`src/rtl/branch_predictor_tables_pkg.sv`:
```
// Shared types for the branch predictor tables.
//   predictor_update : resolved-branch record sent by the branch-resolve unit
//   bht_state_t      : 2-bit saturating counter encoding (MSB = predict taken)
//   bp_fsm_t         : table controller state (INIT clears tables, READY serves)
package branch_predictor_tables_pkg;

  localparam int unsigned BP_PC_W     = 32;
  localparam int unsigned BP_TICKET_W = 6;
  localparam int unsigned BP_RAT_W    = 3;

  typedef struct packed {
    logic                   valid_jump;
    logic                   jump_taken;
    logic                   is_comp;
    logic [BP_PC_W-1:0]     orig_pc;
    logic [BP_PC_W-1:0]     jump_address;
    logic [BP_TICKET_W-1:0] ticket;
    logic [BP_RAT_W-1:0]    rat_id;
  } predictor_update;

  typedef enum logic [1:0] {
    SNT = 2'd0,
    WNT = 2'd1,
    WT  = 2'd2,
    ST  = 2'd3
  } bht_state_t;

  typedef enum logic {
    INIT  = 1'b0,
    READY = 1'b1
  } bp_fsm_t;

endpackage

```
`src/rtl/sat_counter2.sv`:
```
// Next-state function of a 2-bit saturating branch counter.
//   cnt_i   : current counter value
//   taken_i : resolved direction (1 = taken)
//   cnt_o   : counter after the update, clamped to SNT..ST
module sat_counter2
  import branch_predictor_tables_pkg::*;
(
  input  bht_state_t cnt_i,
  input  logic       taken_i,
  output bht_state_t cnt_o
);

  always_comb begin
    cnt_o = cnt_i;
    if (taken_i) begin
      if (cnt_i != ST) cnt_o = bht_state_t'(cnt_i + 2'd1);
    end else begin
      if (cnt_i != SNT) cnt_o = bht_state_t'(cnt_i - 2'd1);
    end
  end

endmodule

```
`src/rtl/branch_predictor_tables.sv`:
```
// Direct-mapped BTB plus 2-bit counter BHT with a reset-time clear walker.
//   clk, rst_n  : clock, synchronous active-low reset
//   pr_update   : resolved-branch update (captured one edge, applied the next)
//   fetch_valid : fetch requests a prediction for fetch_pc
//   fetch_pc    : PC to predict
//   pred_valid  : BTB hit for the previously registered fetch PC
//   pred_taken  : BHT counter MSB, qualified by the hit
//   pred_target : BTB target on hit, otherwise 0
//   init_busy   : tables are being cleared, updates are dropped
// Optional build macro BP_GSHARE_EN: XOR a global history register into the
// BHT index (BTB stays PC-indexed).
module branch_predictor_tables
  import branch_predictor_tables_pkg::*;
#(
  parameter int unsigned INDEX_BITS = 6,
  parameter int unsigned TAG_BITS   = 8,
  parameter int unsigned PC_BITS    = 32,
  parameter int unsigned HIST_BITS  = 6
) (
  input  logic                clk,
  input  logic                rst_n,
  input  predictor_update     pr_update,
  input  logic                fetch_valid,
  input  logic [PC_BITS-1:0]  fetch_pc,
  output logic                pred_valid,
  output logic                pred_taken,
  output logic [PC_BITS-1:0]  pred_target,
  output logic                init_busy
);

  localparam int unsigned ENTRIES = 2 ** INDEX_BITS;
  localparam logic [INDEX_BITS-1:0] LAST_IDX = INDEX_BITS'(ENTRIES - 1);

  logic                btb_valid_q [ENTRIES];
  logic [TAG_BITS-1:0] btb_tag_q   [ENTRIES];
  logic [PC_BITS-1:0]  btb_tgt_q   [ENTRIES];
  bht_state_t          bht_q       [ENTRIES];

  bp_fsm_t               state_q;
  logic [INDEX_BITS-1:0] walk_q;

  logic               upd_vld_q;
  logic               upd_taken_q;
  logic [PC_BITS-1:0] upd_pc_q;
  logic [PC_BITS-1:0] upd_tgt_q;

  logic [INDEX_BITS-1:0] f_idx, f_bidx, u_idx, u_bidx;
  logic [TAG_BITS-1:0]   f_tag, u_tag;
  logic                  rd_hit;
  logic [1:0]            bht_rd;
  bht_state_t            bht_d;

  // Halfword granularity: bit 0 is skipped so compressed branches get a slot.
  assign f_idx = fetch_pc[INDEX_BITS:1];
  assign f_tag = fetch_pc[INDEX_BITS+TAG_BITS:INDEX_BITS+1];
  assign u_idx = upd_pc_q[INDEX_BITS:1];
  assign u_tag = upd_pc_q[INDEX_BITS+TAG_BITS:INDEX_BITS+1];

`ifdef BP_GSHARE_EN
  logic [HIST_BITS-1:0] ghr_q;
  assign f_bidx = f_idx ^ INDEX_BITS'(ghr_q);
  assign u_bidx = u_idx ^ INDEX_BITS'(ghr_q);
`else
  logic [HIST_BITS-1:0] unused_hist;
  assign unused_hist = '0;
  assign f_bidx = f_idx;
  assign u_bidx = u_idx;
`endif

  assign rd_hit = (state_q == READY) && fetch_valid && btb_valid_q[f_idx]
                  && (btb_tag_q[f_idx] == f_tag);
  assign bht_rd = bht_q[f_bidx];
  assign init_busy = (state_q == INIT);

  sat_counter2 u_sat (
    .cnt_i   (bht_q[u_bidx]),
    .taken_i (upd_taken_q),
    .cnt_o   (bht_d)
  );

  // Controller: INIT walker, update-valid stage and registered predictions.
  always_ff @(posedge clk) begin
    if (!rst_n) begin
      state_q     <= INIT;
      walk_q      <= '0;
      upd_vld_q   <= 1'b0;
      pred_valid  <= 1'b0;
      pred_taken  <= 1'b0;
      pred_target <= '0;
`ifdef BP_GSHARE_EN
      ghr_q       <= '0;
`endif
    end else begin
      if (state_q == INIT) begin
        walk_q <= walk_q + 1'b1;
        if (walk_q == LAST_IDX) state_q <= READY;
`ifdef BP_GSHARE_EN
        ghr_q <= '0;
`endif
      end
`ifdef BP_GSHARE_EN
      else if (upd_vld_q) begin
        ghr_q <= {ghr_q[HIST_BITS-2:0], upd_taken_q};
      end
`endif
      upd_vld_q   <= (state_q == READY) && pr_update.valid_jump;
      pred_valid  <= rd_hit;
      pred_taken  <= rd_hit & bht_rd[1];
      pred_target <= rd_hit ? btb_tgt_q[f_idx] : '0;
    end
  end

  // Update payload: only meaningful while upd_vld_q is set, so no reset.
  always_ff @(posedge clk) begin
    if (pr_update.valid_jump) begin
      upd_taken_q <= pr_update.jump_taken;
      upd_pc_q    <= PC_BITS'(pr_update.orig_pc);
      upd_tgt_q   <= PC_BITS'(pr_update.jump_address);
    end
  end

  // Tables: cleared by the walker, written by the apply stage. The fetch
  // read above uses the pre-write contents on a same-edge collision.
  always_ff @(posedge clk) begin
    if (rst_n) begin
      if (state_q == INIT) begin
        btb_valid_q[walk_q] <= 1'b0;
        bht_q[walk_q]       <= WNT;
      end else if (upd_vld_q) begin
        bht_q[u_bidx] <= bht_d;
        if (upd_taken_q) begin
          btb_valid_q[u_idx] <= 1'b1;
          btb_tag_q[u_idx]   <= u_tag;
          btb_tgt_q[u_idx]   <= upd_tgt_q;
        end
      end
    end
  end

  logic unused_bits;
  assign unused_bits = ^{pr_update.is_comp, pr_update.ticket, pr_update.rat_id,
                         fetch_pc[PC_BITS-1:INDEX_BITS+TAG_BITS+1], fetch_pc[0],
                         upd_pc_q[PC_BITS-1:INDEX_BITS+TAG_BITS+1], upd_pc_q[0]};

endmodule
```
`config.mk`:
```
export PLATFORM = sky130hd
export DESIGN_NAME = branch_predictor_tables
export DESIGN_NICKNAME = d
export VERILOG_FILES = /design/src/rtl/branch_predictor_tables_pkg.sv /design/src/rtl/sat_counter2.sv /design/src/rtl/branch_predictor_tables.sv
export SDC_FILE = /design/constraint.sdc
export NUM_CORES = 2
export LEC_CHECK = 0
export ABC_AREA = 1
export BUFFER_PORTS_ARGS = -buffer_cell sky130_fd_sc_hd__buf_2
export CORE_MARGIN = 4
export CORE_UTILIZATION = 30
export DETAILED_ROUTE_END_ITERATION = 10
export PLACE_DENSITY = 0.45
export SYNTH_ARGS = -nofsm -noshare
export SYNTH_HDL_FRONTEND = slang
export SYNTH_SLANG_ARGS = --single-unit
export TNS_END_PERCENT = 5
```
`constraint.sdc`:
```
create_clock -name clk -period 6.2 [get_ports clk]
set_input_delay 1.24 -clock clk [delete_from_list [all_inputs] [get_ports clk]]
set_output_delay 1.24 -clock clk [all_outputs]
set_load 0.02 [all_outputs]
```
# --- Word level (Yosys, flattened, before mapping) ---
# Memories as Yosys holds them, arrays and structs flattened. A register that Yosys moved wholly into a read port is not among the register bits.
# Cells that the tools add are included.
# Widths: inputs -> output; s select.
totals:
  regBits: 58
  ram_bits: 2752
  input_bits: 111
  output_inout_bits: 35
  wordCells: 53
  n_memories: 4
mem_list:
  columns: ["name", "words", "width", "rd", "rd_ports_with_merged_regs", "wr", "line_no", "source"]
  rows:
  - ["btb_tgt_q", 64, 32, 1, 1, 1, "branch_predictor_tables.sv:36", "logic [PC_BITS-1:0] btb_tgt_q [ENTRIES];"]
  - ["btb_tag_q", 64, 8, 1, 0, 1, "branch_predictor_tables.sv:35", "logic [TAG_BITS-1:0] btb_tag_q [ENTRIES];"]
  - ["bht_q", 64, 2, 2, 1, 1, "branch_predictor_tables.sv:37", "bht_state_t bht_q [ENTRIES];"]
  - ["btb_valid_q", 64, 1, 1, 0, 1, "branch_predictor_tables.sv:34", "logic btb_valid_q [ENTRIES];"]
op_classes:
  addsub: 3
  eq_ne: 3
  muxes: 24
  n_bitwise: 2
  n_reduce_logical: 9
ops:
  columns: ["op", "count"]
  rows:
  - ["$mux 6", 3]
  - ["$mux 1", 17]
  - ["$eq 8x8->1", 1]
  - ["$mux 2", 4]
  - ["$add 6x1->6 const B", 1]
  - ["$eq 6x6->1 const B", 1]
  - ["$logic_and 1x1->1", 4]
  - ["$add 2x1->2 const B", 1]
  - ["$ne 2x2->1 const B", 1]
  - ["$reduce_and 2->1", 1]
  - ["$reduce_bool 2->1", 1]
  - ["$reduce_or 2->1", 1]
  - ["$sub 2x1->2 const B", 1]
  - ["$and 1x1->1", 1]
  - ["$logic_not 1->1", 1]
  - ["$not 1->1", 1]
  - ["$reduce_or 1->1", 1]

# --- Logic depth before layout (Yosys ltp) ---
depth:
  word_depth: 7
  mapped_depth: 19
  mapped_depth_nobuf: 15

# --- Modules after synthesis ---
# Synthesis repeated with hierarchy kept, for this count alone.
unflattened:
  cells_unflattened: 8867
  area_unflattened_um2: 113053.4
modules_own_cells:
  columns: ["mod", "instances", "cells_each", "area_per_inst_um2", "seq_area_each_um2"]
  rows:
  - ["branch_predictor_tables", 1, 8861, 113028.4, 85011.5]
  - ["sat_counter2", 1, 6, 25.0, 0.0]

# --- Worst setup path after synthesis ---
# No wires, ideal clock.
synth_timing:
  kind: "register to register"
  start: "register with a tool-made name"
  end: "memory bht_q[0][0] (netlist bit) (data pin)"
  setup_ns: 0.702
  t_arrival_ns: 4.060
  t_required_ns: 5.498
  slack_ns: 1.439
  stages_incl_launch_ff: 11
  path_buffers: 2
  synth_period_minus_slack_ns: 4.761
  cell_sequence: "dfxtp_1 > clkbuf_1 > clkbuf_1 > o21ai_0 > o22ai_1 > nor2_1 > o211ai_1 > nand3_1 > nand2_1 > nor2_1 > o21ai_0"
synth_rtl:
  columns: ["item", "line_no"]
  rows:
  - ["end, declared", "branch_predictor_tables.sv:37"]

# --- Worst setup path in the final report ---
layout_timing:
  start: "input fetch_pc[1]"
  end: "register pred_target[26] (read register of btb_tgt_q)"
layout_via:
  elab_chain_len: 5
  elab_cells_between_ends: 7
  classes_between: "1 x eq/ne; 4 x reduce/logical; 2 x memory"
layout_rtl:
  columns: ["item", "line_no", "source"]
  rows:
  - ["start, declared", "branch_predictor_tables.sv:24", "input logic [PC_BITS-1:0] fetch_pc,"]
  - ["$mem_v2 64x8 / $mem_v2 64x1 (equally long branches)", null, null]
  - ["$eq 8x8->1 / $logic_and 1x1->1 (equally long branches)", "branch_predictor_tables.sv:71, branch_predictor_tables.sv:70", null]
  - ["$logic_and 1x1->1", "branch_predictor_tables.sv:71", "&& (btb_tag_q[f_idx] == f_tag);"]
  - ["$reduce_and 2->1 (no source line)", null, null]
  - ["$logic_not 1->1 (no source line)", null, null]
  - ["end, declared", "branch_predictor_tables.sv:27", "output logic [PC_BITS-1:0] pred_target,"]
# Several ways; a longest one is shown, not always the timed one.
# A chain may end at the register's enable or synchronous reset.

==> metrics <==
outcome finished, final reports clean; crit start category input pin; die height 622 µm; Tmin final 4550 ps; nets 9033; Worst EP required 7000 ps; gr usage total 18.9%; VDD IR max 203 µV; Setup crit end kind register; Syn Nets 8981; DIE WIDTH 622 µm; Async S/R FF share, synth 0%; Sequential Area 85000 µm²; yosys warns 0; H-tree levels 5; IO Pins 146; CP Max Fanout 99; Post-CTS Resized 0; Max Root-Sink Buffers 4; initial antenna violation count 11; measured slew at the worst slew-check pin 1310 ps; final worst slack 1650 ps; # rows 225; endpoints failing setup 0; fin crit share 73.4%; Layout area overhead 14.4%; drt drc 0; Synth area leaders edfxtp_1 74%, o21ai_0 5.4%, nor2_1 4.8%; dpl ws 697 ps; r2r worst-path depth 12; GP Congestion 0.774; TritonCTS clock tree yes; area of the multi-input gates 25500 µm²; cts hold-fix bufs 0; most common cell in the synthesized netlist edfxtp_1; slowest stage delay, CP 620 ps; dpl hpwl 199000 µm; Post-Syn Area 113000 µm²; skew final 50.7 ps; Antenna Nets Post-Route 0; Top cell by count, worst path nand2_1; Max-Cap Viols 0; Post-synth EDFFs 2799; Tot Pwr 41.3 mW; # port buffers 99; Slew Viols, Final 0; Clock Latency Late Sink 910 ps; Avg Cell Area, Syn 12.8 µm²; drt via density 5.23; Filler cells 36.5k; first-pass GRT wire length 536000 µm; setup tns final 0 ps; largest net degree at the start of global routing 173; cell count after synthesis 8869; die area 387000 µm²; leading area contributor after synthesis edfxtp_1; arrival time at the worst endpoint 5350 ps; RSZ-0062 raised after global routing no; Yosys top cell area share 74.2%; Clock Sinks 2847; Fmax 0.220 GHz; Worst R2R End bht_q[41][1]; Min-Delay Path Class input pin to register; WL final 380000 µm; top_reg_cell synth edfxtp_1; share of cells above drive strength 1 10.3%; worst setup path start fetch_pc[1]; vias in the first global route 71.8k; Inserted Clock Buffers 312; Post-CTS Setup Inserts 0; Initial Util 30.1%; core area 376000 µm²; DR WL/cell 26.9 µm; Worst-path clk slew 60 ps; clock root cell clkbuf_16; leakage 41.7 nW; flop-to-flop setup slack 1930 ps; detailed-route via count 74.1k; 1st-pass router iterations 5; sequential fraction of the synthesis area 75.1%; register bit total from synthesis 2847; normalized max-slew margin 12.9%; pwr dens 319 nW/µm²; Hold Violations, Final 0; Worst Setup EP pred_target[26]; crit-path cells buf_8 > inv_8 > nand2_1 > nand3_1 > nand3_1 > nand2_1 > nand2_1 > nand2_1 > nand2_1 > nand3_1 > nand3_1 > nor2_1 > nand3_4 > buf_4 > nor3_2; crit path max-delay cell type nand3_4; WS Path Type input pin to register; Post-synth top cells 2799 x edfxtp_1, 1439 x nor2_1, 1214 x o21ai_0, 1054 x nand2_1, 645 x nand3_1; gr ovfl total 0; synth unique cells 35; Iteration-0 DRC Markers 7482
[logic make-up after synthesis]
kind of cell / Yosys count / synth area share [%]
DFF: 2847 / 75.1
adders and majority gates: 1 / 0.0110
and+or+nand+nor: 3268 / 11.9
buffers and inverters: 706 / 2.90
AOI/OAI and AO/OA: 2047 / 10.1
[metrics by stage]
| stage | utilization, % | instances | area [µm²] | hold slack [ps] |
|---|---|---|---|---|
| floorplan | - | 8869 | 113000 | 466 |
| global placement | 32.0 | 13600 | 120000 | 498 |
| detailed placement | 32.0 | 13600 | 120000 | 509 |
| CTS | 34.5 | 14200 | 130000 | 419 |
| global route | 34.5 | 14200 | 130000 | 454 |
| finish | 34.5 | 14200 | 130000 | 504 |
[power breakdown]
part / internal [mW] / switching, mW / total (mW) / leakage (nW)
Combinational: 0.580 / 1.88 / 2.46 / 11.1
Clock: 9.90 / 7.60 / 17.5 / 4.62
Sequential: 21.3 / 0.0337 / 21.3 / 26.0
[layout by cell type, fill, tap and decap left out, drive strengths merged, types with 3 or more instances in the layout]
cell type and n:
o221ai 6, o21ai 1268, diode 4, bufinv 8, nand2 1054, o22ai 541, nand3 647, nor2 1439
o211ai 195, nand4 8, inv 98, clkbuf 413, or2 63, edfxtp 2799, nor4 8, a22o 3
nand3b 3, clkinv 119, nor3 45, dfxtp 48, buf 355, a21oi 31, clkinvlp 3
[registers in the layout, summed over array words and instances, names as in the netlist, 6 cells and up, named ones only]
name and flops:
upd_tgt_q 32, btb_tag_q 512, walk_q 6, btb_valid_q 64, btb_tgt_q 2048, bht_q 128
pred_target 32, upd_pc_q 14
[worst min path at each step]
| stage | from | end | slack, ps | depth (start not counted) |
|---|---|---|---|---|
| finish | pr_update[36] | upd_tgt_q[27] | 500 | 1 |
| global route | pr_update[35] | upd_tgt_q[26] | 450 | 1 |
| floorplan | walk_q[4] | state_q | 470 | 2 |
| global placement | walk_q[3] | state_q | 500 | 2 |
| detailed placement | walk_q[3] | state_q | 510 | 2 |
| CTS | pr_update[36] | upd_tgt_q[27] | 420 | 1 |
[worst max-delay path, delay by kind of cell]
family                 cells  cell delay, ps
buffers and inverters      3            1310
and+or+nand+nor           12            2600
[metal layers]
layer / vias to the layer above / track usage (%) / routed length, µm
met5: - / 0 / 40
met1: 38400 / 26.5 / 170000
met2: 2429 / 30.8 / 178000
met4: 6 / 5.18 / 10300
met3: 525 / 2.51 / 22400
li1: 32800 / - / -
[area by class of cell]
class	instances	area share, %
clock buffers	413	6.51
well taps	4994	4.82
flip-flops and latches	2847	65.6
inverters	89	0.293
multi-input cells	5316	19.7
diodes	4	0.00772
clock inverters	139	0.774
repair buffers	355	2.33
No activity file was read; power rests on OpenSTA's default activity.
